==> src/rtl/uart_tx_fifo_pkg.sv <==
// Shared UART constants: parity modes, transmitter FSM encoding and frame-length helper.
// Imported by the transmitter top; the receiver can reuse the same encodings.
package uart_pkg;

  localparam int PARITY_NONE = 0;
  localparam int PARITY_ODD  = 1;
  localparam int PARITY_EVEN = 2;

  localparam logic [2:0] ST_IDLE   = 3'd0;
  localparam logic [2:0] ST_START  = 3'd1;
  localparam logic [2:0] ST_DATA   = 3'd2;
  localparam logic [2:0] ST_PARITY = 3'd3;
  localparam logic [2:0] ST_STOP   = 3'd4;

  // Clock cycles taken by one complete frame on the line.
  function automatic int frame_cycles(input int clks_per_bit, input int data_bits,
                                      input int parity, input int stop_bits);
    return (1 + data_bits + ((parity != PARITY_NONE) ? 1 : 0) + stop_bits) * clks_per_bit;
  endfunction

endpackage

==> src/rtl/uart_tx_fifo_if.sv <==
// Host-side word interface plus line/status outputs of the UART transmitter.
// master = byte source / observer, slave = transmitter.
interface uart_tx_fifo_if #(
  parameter int DATA_BITS  = 8,
  parameter int FIFO_DEPTH = 4
);
  localparam int CW = $clog2(FIFO_DEPTH) + 1;

  logic                 i_TX_DV;
  logic [DATA_BITS-1:0] i_TX_Byte;
  logic                 o_TX_Ready;
  logic                 o_Overflow;
  logic [CW-1:0]        o_FIFO_Count;
  logic                 o_TX_Active;
  logic                 o_TX_Serial;
  logic                 o_TX_Done;

  modport master (
    output i_TX_DV, i_TX_Byte,
    input  o_TX_Ready, o_Overflow, o_FIFO_Count, o_TX_Active, o_TX_Serial, o_TX_Done
  );

  modport slave (
    input  i_TX_DV, i_TX_Byte,
    output o_TX_Ready, o_Overflow, o_FIFO_Count, o_TX_Active, o_TX_Serial, o_TX_Done
  );
endinterface

==> src/rtl/uart_tx_fifo_fifo.sv <==
// Generic synchronous FIFO, show-ahead read data; full/empty/count are registered.
// Writes while full and reads while empty are ignored, so callers may strobe freely.
module sync_fifo #(
  parameter int WIDTH = 8,
  parameter int DEPTH = 4
) (
  input  logic                   clk,
  input  logic                   rst,
  input  logic                   wr_en,
  input  logic [WIDTH-1:0]       wr_data,
  input  logic                   rd_en,
  output logic [WIDTH-1:0]       rd_data,
  output logic                   full,
  output logic                   empty,
  output logic [$clog2(DEPTH):0] count
);
  localparam int AW = $clog2(DEPTH);

  logic [WIDTH-1:0] mem [DEPTH];
  logic [AW-1:0]    wr_ptr;
  logic [AW-1:0]    rd_ptr;
  logic             wr_ok;
  logic             rd_ok;
  logic [AW:0]      count_nxt;

  // A write is refused on full even when a read frees a slot in the same cycle.
  assign wr_ok     = wr_en && !full;
  assign rd_ok     = rd_en && !empty;
  assign count_nxt = count + {{AW{1'b0}}, wr_ok} - {{AW{1'b0}}, rd_ok};
  assign rd_data   = mem[rd_ptr];

  always_ff @(posedge clk) begin
    if (wr_ok) mem[wr_ptr] <= wr_data;
  end

  always_ff @(posedge clk or posedge rst) begin
    if (rst) begin
      wr_ptr <= '0;
      rd_ptr <= '0;
      count  <= '0;
      full   <= 1'b0;
      empty  <= 1'b1;
    end else begin
      if (wr_ok) wr_ptr <= wr_ptr + 1'b1;
      if (rd_ok) rd_ptr <= rd_ptr + 1'b1;
      count <= count_nxt;
      full  <= (count_nxt == (AW+1)'(DEPTH));
      empty <= (count_nxt == '0);
    end
  end
endmodule

==> src/rtl/uart_tx_fifo.sv <==
// Parametrised UART transmitter fed by a FIFO; line output lags the FSM by one registered cycle.
// Write to empty idle FIFO -> start bit two edges later; o_TX_Ready drops when the FIFO is full.
module uart_tx_fifo
  import uart_pkg::*;
#(
  parameter int CLKS_PER_BIT = 416,
  parameter int DATA_BITS    = 8,
  parameter int PARITY       = 0,
  parameter int STOP_BITS    = 1,
  parameter int FIFO_DEPTH   = 4
) (
  input  logic           i_Clock,
  input  logic           i_Reset,
  uart_tx_fifo_if.slave  tx
);
  localparam int CNT_W = $clog2(CLKS_PER_BIT);
  localparam int IDX_W = $clog2(DATA_BITS);
  localparam logic [CNT_W-1:0] CNT_MAX   = CNT_W'(CLKS_PER_BIT - 1);
  localparam logic [IDX_W-1:0] IDX_LAST  = IDX_W'(DATA_BITS - 1);
  localparam logic             STOP_LAST = (STOP_BITS == 2);

  logic [2:0]           state;
  logic [CNT_W-1:0]     clk_cnt;
  logic [IDX_W-1:0]     bit_idx;
  logic                 stop_idx;
  logic [DATA_BITS-1:0] shreg;
  logic                 par_bit;

  logic                 fifo_full;
  logic                 fifo_empty;
  logic [DATA_BITS-1:0] fifo_dat;
  logic                 bit_end;
  logic                 frame_end;
  logic                 pop;
  logic                 line_bit;

  sync_fifo #(
    .WIDTH (DATA_BITS),
    .DEPTH (FIFO_DEPTH)
  ) u_fifo (
    .clk     (i_Clock),
    .rst     (i_Reset),
    .wr_en   (tx.i_TX_DV),
    .wr_data (tx.i_TX_Byte),
    .rd_en   (pop),
    .rd_data (fifo_dat),
    .full    (fifo_full),
    .empty   (fifo_empty),
    .count   (tx.o_FIFO_Count)
  );

  function automatic logic calc_parity(input logic [DATA_BITS-1:0] w);
    if (PARITY == PARITY_ODD) return ~^w;
    else                      return ^w;
  endfunction

  assign bit_end   = (clk_cnt == CNT_MAX);
  assign frame_end = (state == ST_STOP) && bit_end && (stop_idx == STOP_LAST);
  // Popping on the last stop cycle chains the next start bit with no idle gap.
  assign pop       = ((state == ST_IDLE) || frame_end) && !fifo_empty;

  always_ff @(posedge i_Clock or posedge i_Reset) begin
    if (i_Reset) begin
      state    <= ST_IDLE;
      clk_cnt  <= '0;
      bit_idx  <= '0;
      stop_idx <= 1'b0;
      shreg    <= '0;
      par_bit  <= 1'b0;
    end else if (pop) begin
      state    <= ST_START;
      clk_cnt  <= '0;
      bit_idx  <= '0;
      stop_idx <= 1'b0;
      shreg    <= fifo_dat;
      par_bit  <= calc_parity(fifo_dat);
    end else if (state != ST_IDLE) begin
      clk_cnt <= bit_end ? '0 : clk_cnt + 1'b1;
      if (bit_end) begin
        case (state)
          ST_START: state <= ST_DATA;
          ST_DATA: begin
            shreg <= shreg >> 1;
            if (bit_idx == IDX_LAST) begin
              bit_idx <= '0;
              state   <= (PARITY != PARITY_NONE) ? ST_PARITY : ST_STOP;
            end else begin
              bit_idx <= bit_idx + 1'b1;
            end
          end
          ST_PARITY: state <= ST_STOP;
          ST_STOP: begin
            if (stop_idx == STOP_LAST) state <= ST_IDLE;
            else                       stop_idx <= 1'b1;
          end
          default: state <= ST_IDLE;
        endcase
      end
    end
  end

  always_comb begin
    line_bit = 1'b1;
    case (state)
      ST_START:  line_bit = 1'b0;
      ST_DATA:   line_bit = shreg[0];
      ST_PARITY: line_bit = par_bit;
      default:   line_bit = 1'b1;
    endcase
  end

  always_ff @(posedge i_Clock or posedge i_Reset) begin
    if (i_Reset) begin
      tx.o_TX_Serial <= 1'b1;
      tx.o_TX_Active <= 1'b0;
      tx.o_TX_Done   <= 1'b0;
      tx.o_Overflow  <= 1'b0;
    end else begin
      tx.o_TX_Serial <= line_bit;
      tx.o_TX_Active <= (state != ST_IDLE);
      tx.o_TX_Done   <= frame_end;
      tx.o_Overflow  <= tx.i_TX_DV && fifo_full;
    end
  end

  assign tx.o_TX_Ready = !fifo_full;
endmodule
==> src/flat_wrapper.sv <==
// flat-port wrapper written by rule: the top's interface ports become plain ports
module uart_tx_fifo_flat import uart_pkg::*;
#(
  parameter int CLKS_PER_BIT = 416,
  parameter int DATA_BITS    = 8,
  parameter int PARITY       = 0,
  parameter int STOP_BITS    = 1,
  parameter int FIFO_DEPTH   = 4
)
  (i_Clock, i_Reset, tx_i_TX_DV, tx_i_TX_Byte, tx_o_TX_Ready, tx_o_Overflow, tx_o_FIFO_Count, tx_o_TX_Active, tx_o_TX_Serial, tx_o_TX_Done);
  uart_tx_fifo_if #(.DATA_BITS(DATA_BITS), .FIFO_DEPTH(FIFO_DEPTH)) tx_i ();
  input  logic i_Clock;
  input  logic i_Reset;
  input wire logic [$bits(tx_i.i_TX_DV)-1:0] tx_i_TX_DV;
  input wire logic [$bits(tx_i.i_TX_Byte)-1:0] tx_i_TX_Byte;
  output wire logic [$bits(tx_i.o_TX_Ready)-1:0] tx_o_TX_Ready;
  output wire logic [$bits(tx_i.o_Overflow)-1:0] tx_o_Overflow;
  output wire logic [$bits(tx_i.o_FIFO_Count)-1:0] tx_o_FIFO_Count;
  output wire logic [$bits(tx_i.o_TX_Active)-1:0] tx_o_TX_Active;
  output wire logic [$bits(tx_i.o_TX_Serial)-1:0] tx_o_TX_Serial;
  output wire logic [$bits(tx_i.o_TX_Done)-1:0] tx_o_TX_Done;
  assign tx_i.i_TX_DV = tx_i_TX_DV;
  assign tx_i.i_TX_Byte = tx_i_TX_Byte;
  assign tx_o_TX_Ready = tx_i.o_TX_Ready;
  assign tx_o_Overflow = tx_i.o_Overflow;
  assign tx_o_FIFO_Count = tx_i.o_FIFO_Count;
  assign tx_o_TX_Active = tx_i.o_TX_Active;
  assign tx_o_TX_Serial = tx_i.o_TX_Serial;
  assign tx_o_TX_Done = tx_i.o_TX_Done;
  uart_tx_fifo #(.CLKS_PER_BIT(CLKS_PER_BIT), .DATA_BITS(DATA_BITS), .PARITY(PARITY), .STOP_BITS(STOP_BITS), .FIFO_DEPTH(FIFO_DEPTH)) u_core (.i_Clock(i_Clock), .i_Reset(i_Reset), .tx(tx_i));
endmodule
==> config.mk <==
export PLATFORM = sky130hd
export DESIGN_NAME = uart_tx_fifo_flat
export DESIGN_NICKNAME = d
export VERILOG_FILES = /design/src/rtl/uart_tx_fifo_pkg.sv /design/src/rtl/uart_tx_fifo_if.sv /design/src/rtl/uart_tx_fifo_fifo.sv /design/src/rtl/uart_tx_fifo.sv /design/src/flat_wrapper.sv
export SDC_FILE = /design/constraint.sdc
export NUM_CORES = 1
export LEC_CHECK = 0
export ABC_CLOCK_PERIOD_IN_PS = 5000
export BUFFER_PORTS_ARGS = -buffer_cell sky130_fd_sc_hd__clkbuf_2
export CORE_AREA = 2 2 81 83
export DETAILED_ROUTE_END_ITERATION = 10
export DIE_AREA = 0 0 83 85
export PLACE_DENSITY = 0.67
export SLEW_MARGIN = 10
export SYNTH_ARGS = -nofsm -noshare
export SYNTH_HDL_FRONTEND = slang
export SYNTH_SLANG_ARGS = --single-unit
==> constraint.sdc <==
create_clock -name i_Clock -period 5 [get_ports i_Clock]
set_input_delay 0 -clock i_Clock [delete_from_list [all_inputs] [get_ports i_Clock]]
set_output_delay 0 -clock i_Clock [all_outputs]
set_load 0.02 [all_outputs]
==> impl_metrics.csv <==
group,metric,value,unit
die,start_util,0.4868,
power,comb_power_share,0.313,
power,pwr-share-seq,0.455,
power,internal-power,1.318,mW
die,die_area,0.007055,sq mm
global_route,grt_use_total,0.1450,
critical_path,crit_type,"reg2reg",
routing,route.detailed.drc,0,
critical_path,cp_max_fo,9,
clocking,cts_tree,"yes",
final_layout,ff_latch_area,0.001889,sq mm
sta,drv_slew,0,
synth,postSynthRegisterBits,69,
routing,ant_nets,0,
sta,fmax,0.2994,GHz
final_layout,drive_gt1_frac,0.2561,
synth,synth_warnings,0,
sta,skew,0.008095,ns
global_route,grt_pass1_wl,7962,microns
power,max-vdd-ir-drop,0.2793,mV
clocking,cts_resized,0,
placement,io_buffers,18,
clocking,h-tree-depth,3,
global_route,gr-total-overflow,0,
die,die_w,83,microns
final_layout,multiInputGateArea,0.001033,sq mm
placement,dpl.hpwl,2983,microns
synth,syn-cell-area,0.003020,sq mm
power,leakage,1.389,nW
routing,wirelength,4618,microns
critical_path,critPathRequiredTime,5.26,ns
power,power_frac_clock,0.232,
synth,yosysSeqAreaShare,0.6255,
global_route,grt_max_degree,38,
sta,setup_viol,0,
die,die_h,85,microns
critical_path,worstSetupStartpointType,"flop",
sta,tightest_slew,1.113,ns
sta,hold_viol,0,
critical_path,critPathArrivalTime,3.60,ns
sta,min_period,3.340,ns
power,p_sw_frac,0.3202,
power,fin_total_pwr,1.939,mW
clocking,clock_sinks,69,
clocking,clk_pin_slew,0.08,ns
worst_hold_path,hold_path.class,"in2async",
critical_path,regToRegStartpoint,"u_core.clk_cnt[0]",
sta,period_share,0.6680,
power,power.density,558.9,mW/mm^2
critical_path,crit_start,"u_core.clk_cnt[0]",
synth,yosysUniqueCellTypes,34,
routing,firstDrtPassIters,4,
critical_path,end_kind,"flop",
power,p_sw,0.6207,mW
job,maxCapViolCount,0,
final_layout,area_growth,14.83,%
critical_path,reg2reg_slack,1.66,ns
routing,via_per_inst,5.164,
final_layout,n_fill_cell,502,
final_layout,layout.nets,262,
outcome,status,"complete, no violations",
sta,tns,0,ns
clocking,clk_latency,0.34,ns
global_route,grt_pass1_vias,1785,
die,rows,29,
routing,wl_per_cell,14.30,microns
die,core_area,0.006205,sq mm
routing,initialDrtViolationCount,83,
synth,syn_nets,230,
sta,max_slew_margin,0.2579,
global_route,antenna_found_initial,0,
routing,vias,1668,
final_layout,diodes,0,
critical_path,r2r-end,"u_core.u_fifo.full",
die,io_pins,19,
clocking,clk_path_buf_depth,2,
placement,gp_congestion,0.7256,
clocking,cts_made_buffers,9,
synth,syn_inst,209,
sta,grt_setup_unrepaired,"false",
synth,avgSynthCellArea,14.45,sq um
clocking,clock-root-buffer,"clkbuf_8",
critical_path,reg2regPathDepth,12,
-- registers in the layout (all words and copies together) (netlist names), 2 cells and up --
| register | count |
|---|---|
| u_core.state | 3 |
| u_core.u_fifo.rd_ptr | 2 |
| u_core.u_fifo.wr_ptr | 2 |
| u_core.u_fifo.mem | 32 |
| u_core.u_fifo.count | 3 |
| u_core.bit_idx | 3 |
| u_core.clk_cnt | 9 |
| u_core.shreg | 8 |
-- synth_stat cells, drive strengths merged --
| cell | number | area share |
|---|---|---|
| a21oi | 8 | 0.013 |
| edfxtp | 32 | 0.32 |
| mux2 | 15 | 0.056 |
| a211o | 1 | 0.0029 |
| inv | 12 | 0.015 |
| xor2 | 5 | 0.014 |
| o21ai | 8 | 0.013 |
| dfstp | 2 | 0.017 |
| nand4 | 4 | 0.0083 |
| fa | 1 | 0.0066 |
| nand3 | 1 | 0.0017 |
| mux2i | 3 | 0.0099 |
| nor3b | 1 | 0.0025 |
| buf | 5 | 0.012 |
| or3 | 3 | 0.0062 |
| nor2b | 4 | 0.0083 |
| and3 | 1 | 0.0021 |
| a311o | 1 | 0.0033 |
| a21o | 1 | 0.0025 |
| o211ai | 1 | 0.0025 |
| dfrtp | 35 | 0.29 |
| nor4b | 1 | 0.0029 |
| nand2 | 13 | 0.016 |
| nor3 | 4 | 0.0066 |
| ha | 9 | 0.037 |
| or4b | 1 | 0.0033 |
| nor2 | 7 | 0.0087 |
| a2111oi | 1 | 0.0091 |
| or4 | 1 | 0.0025 |
| mux4 | 8 | 0.060 |
| and2 | 5 | 0.010 |
| clkbuf | 4 | 0.0050 |
| xnor2 | 11 | 0.032 |
-- layout by cell type (no fill, tap or decap), types with 2 or more instances in the layout --
cell	count
dfrtp_1	35
edfxtp_1	32
clkbuf_2	18
mux2_2	15
nand2_1	13
inv_1	12
xnor2_1	11
dlygate4sd3_1	10
ha_1	9
clkbuf_8	9
o21ai_0	8
a21oi_1	8
mux4_2	8
nor2_1	7
xor2_1	5
and2_1	5
nor2b_1	4
nand4_1	4
nor3_1	4
mux2i_1	3
or3_1	3
clkinvlp_4	3
buf_4	2
dfstp_2	2
-- final cells by class --
type	count	share of cell area
tap	77	0.02778
clock inverter	7	0.02164
sequential	69	0.5447
inverter	12	0.01299
clock buffer	9	0.03571
multi-input combinational	119	0.2980
timing repair buffer	30	0.05916
-- worst max-delay path, stage by stage, from the launching register on --
cell and delay, ns:
dfrtp_1 0.39, ha_1 0.21, nand4_1 0.10, or4_1 0.66, a2111oi_4 0.42, ha_1 0.28
inv_1 0.06, ha_1 0.13, inv_1 0.04, fa_1 0.38, xnor2_1 0.21, xnor2_1 0.17
nor3b_1 0.21
-- timing repair --
action | in CTS | in global routing
endpoints found under the setup margin | 0 | 0
hold buffers | 10 | 0
setup buffers | 0 | 0
hold endpoints to repair | 68 | 0
-- cells by family after synthesis --
kind of cell | Yosys count | synth area share
buffers and inverters | 21 | 0.03231
adder cells (fa/ha/maj) | 10 | 0.04391
AND/OR/NAND/NOR | 46 | 0.07954
multiplexers | 26 | 0.1255
XOR/XNOR | 16 | 0.04639
AO/OA/AOI/OAI | 21 | 0.04682
flip-flops | 69 | 0.6255
-- through the flow --
step           hold WS, ns  instance area, sq um  cells  worst slack [ns]    util
2_1_floorplan      0.09887                  3020    209             1.558       -
3_3_place_gp        0.1118                  3169    297             1.772  0.5108
3_5_place_dp        0.1220                  3169    297             1.652  0.5108
4_1_cts             0.2895                  3468    323             1.616  0.5590
5_1_grt             0.3455                  3468    323             1.336  0.5590
6_report            0.2952                  3468    323             1.660  0.5590
-- how the worst max path moves through the flow --
stage / depth (start not counted) / slack, ns / endpoint
after floorplan: 14 / 1.56 / u_core.u_fifo.full
after global placement: 12 / 1.77 / u_core.u_fifo.full
after detailed placement: 12 / 1.65 / u_core.u_fifo.full
after CTS: 12 / 1.62 / u_core.u_fifo.full
after global routing: 12 / 1.34 / u_core.u_fifo.full
final: 12 / 1.66 / u_core.u_fifo.full
-- layer usage --
metal  vias to the layer above  global-route usage  share of wire
li1                        812                   -              -
met1                       826              0.1725           0.46
met2                        24              0.2412           0.49
met3                         6             0.04183          0.032
met4                         0             0.07601          0.013
met5                         -                   0              0
-- power by group through the flow --
| stage | logic, mW | registers (mW) | clock network (mW) |
|---|---|---|---|
| final | 0.607 | 0.882 | 0.450 |
| after global routing | 0.682 | 0.903 | 0.485 |
| after CTS | 0.621 | 0.885 | 0.461 |
| after detailed placement | 0.613 | 0.895 | 0 |
| after global placement | 0.598 | 0.890 | 0 |
| after floorplan | 0.522 | 0.854 | 0 |
Power figures use the tool's default switching activity.
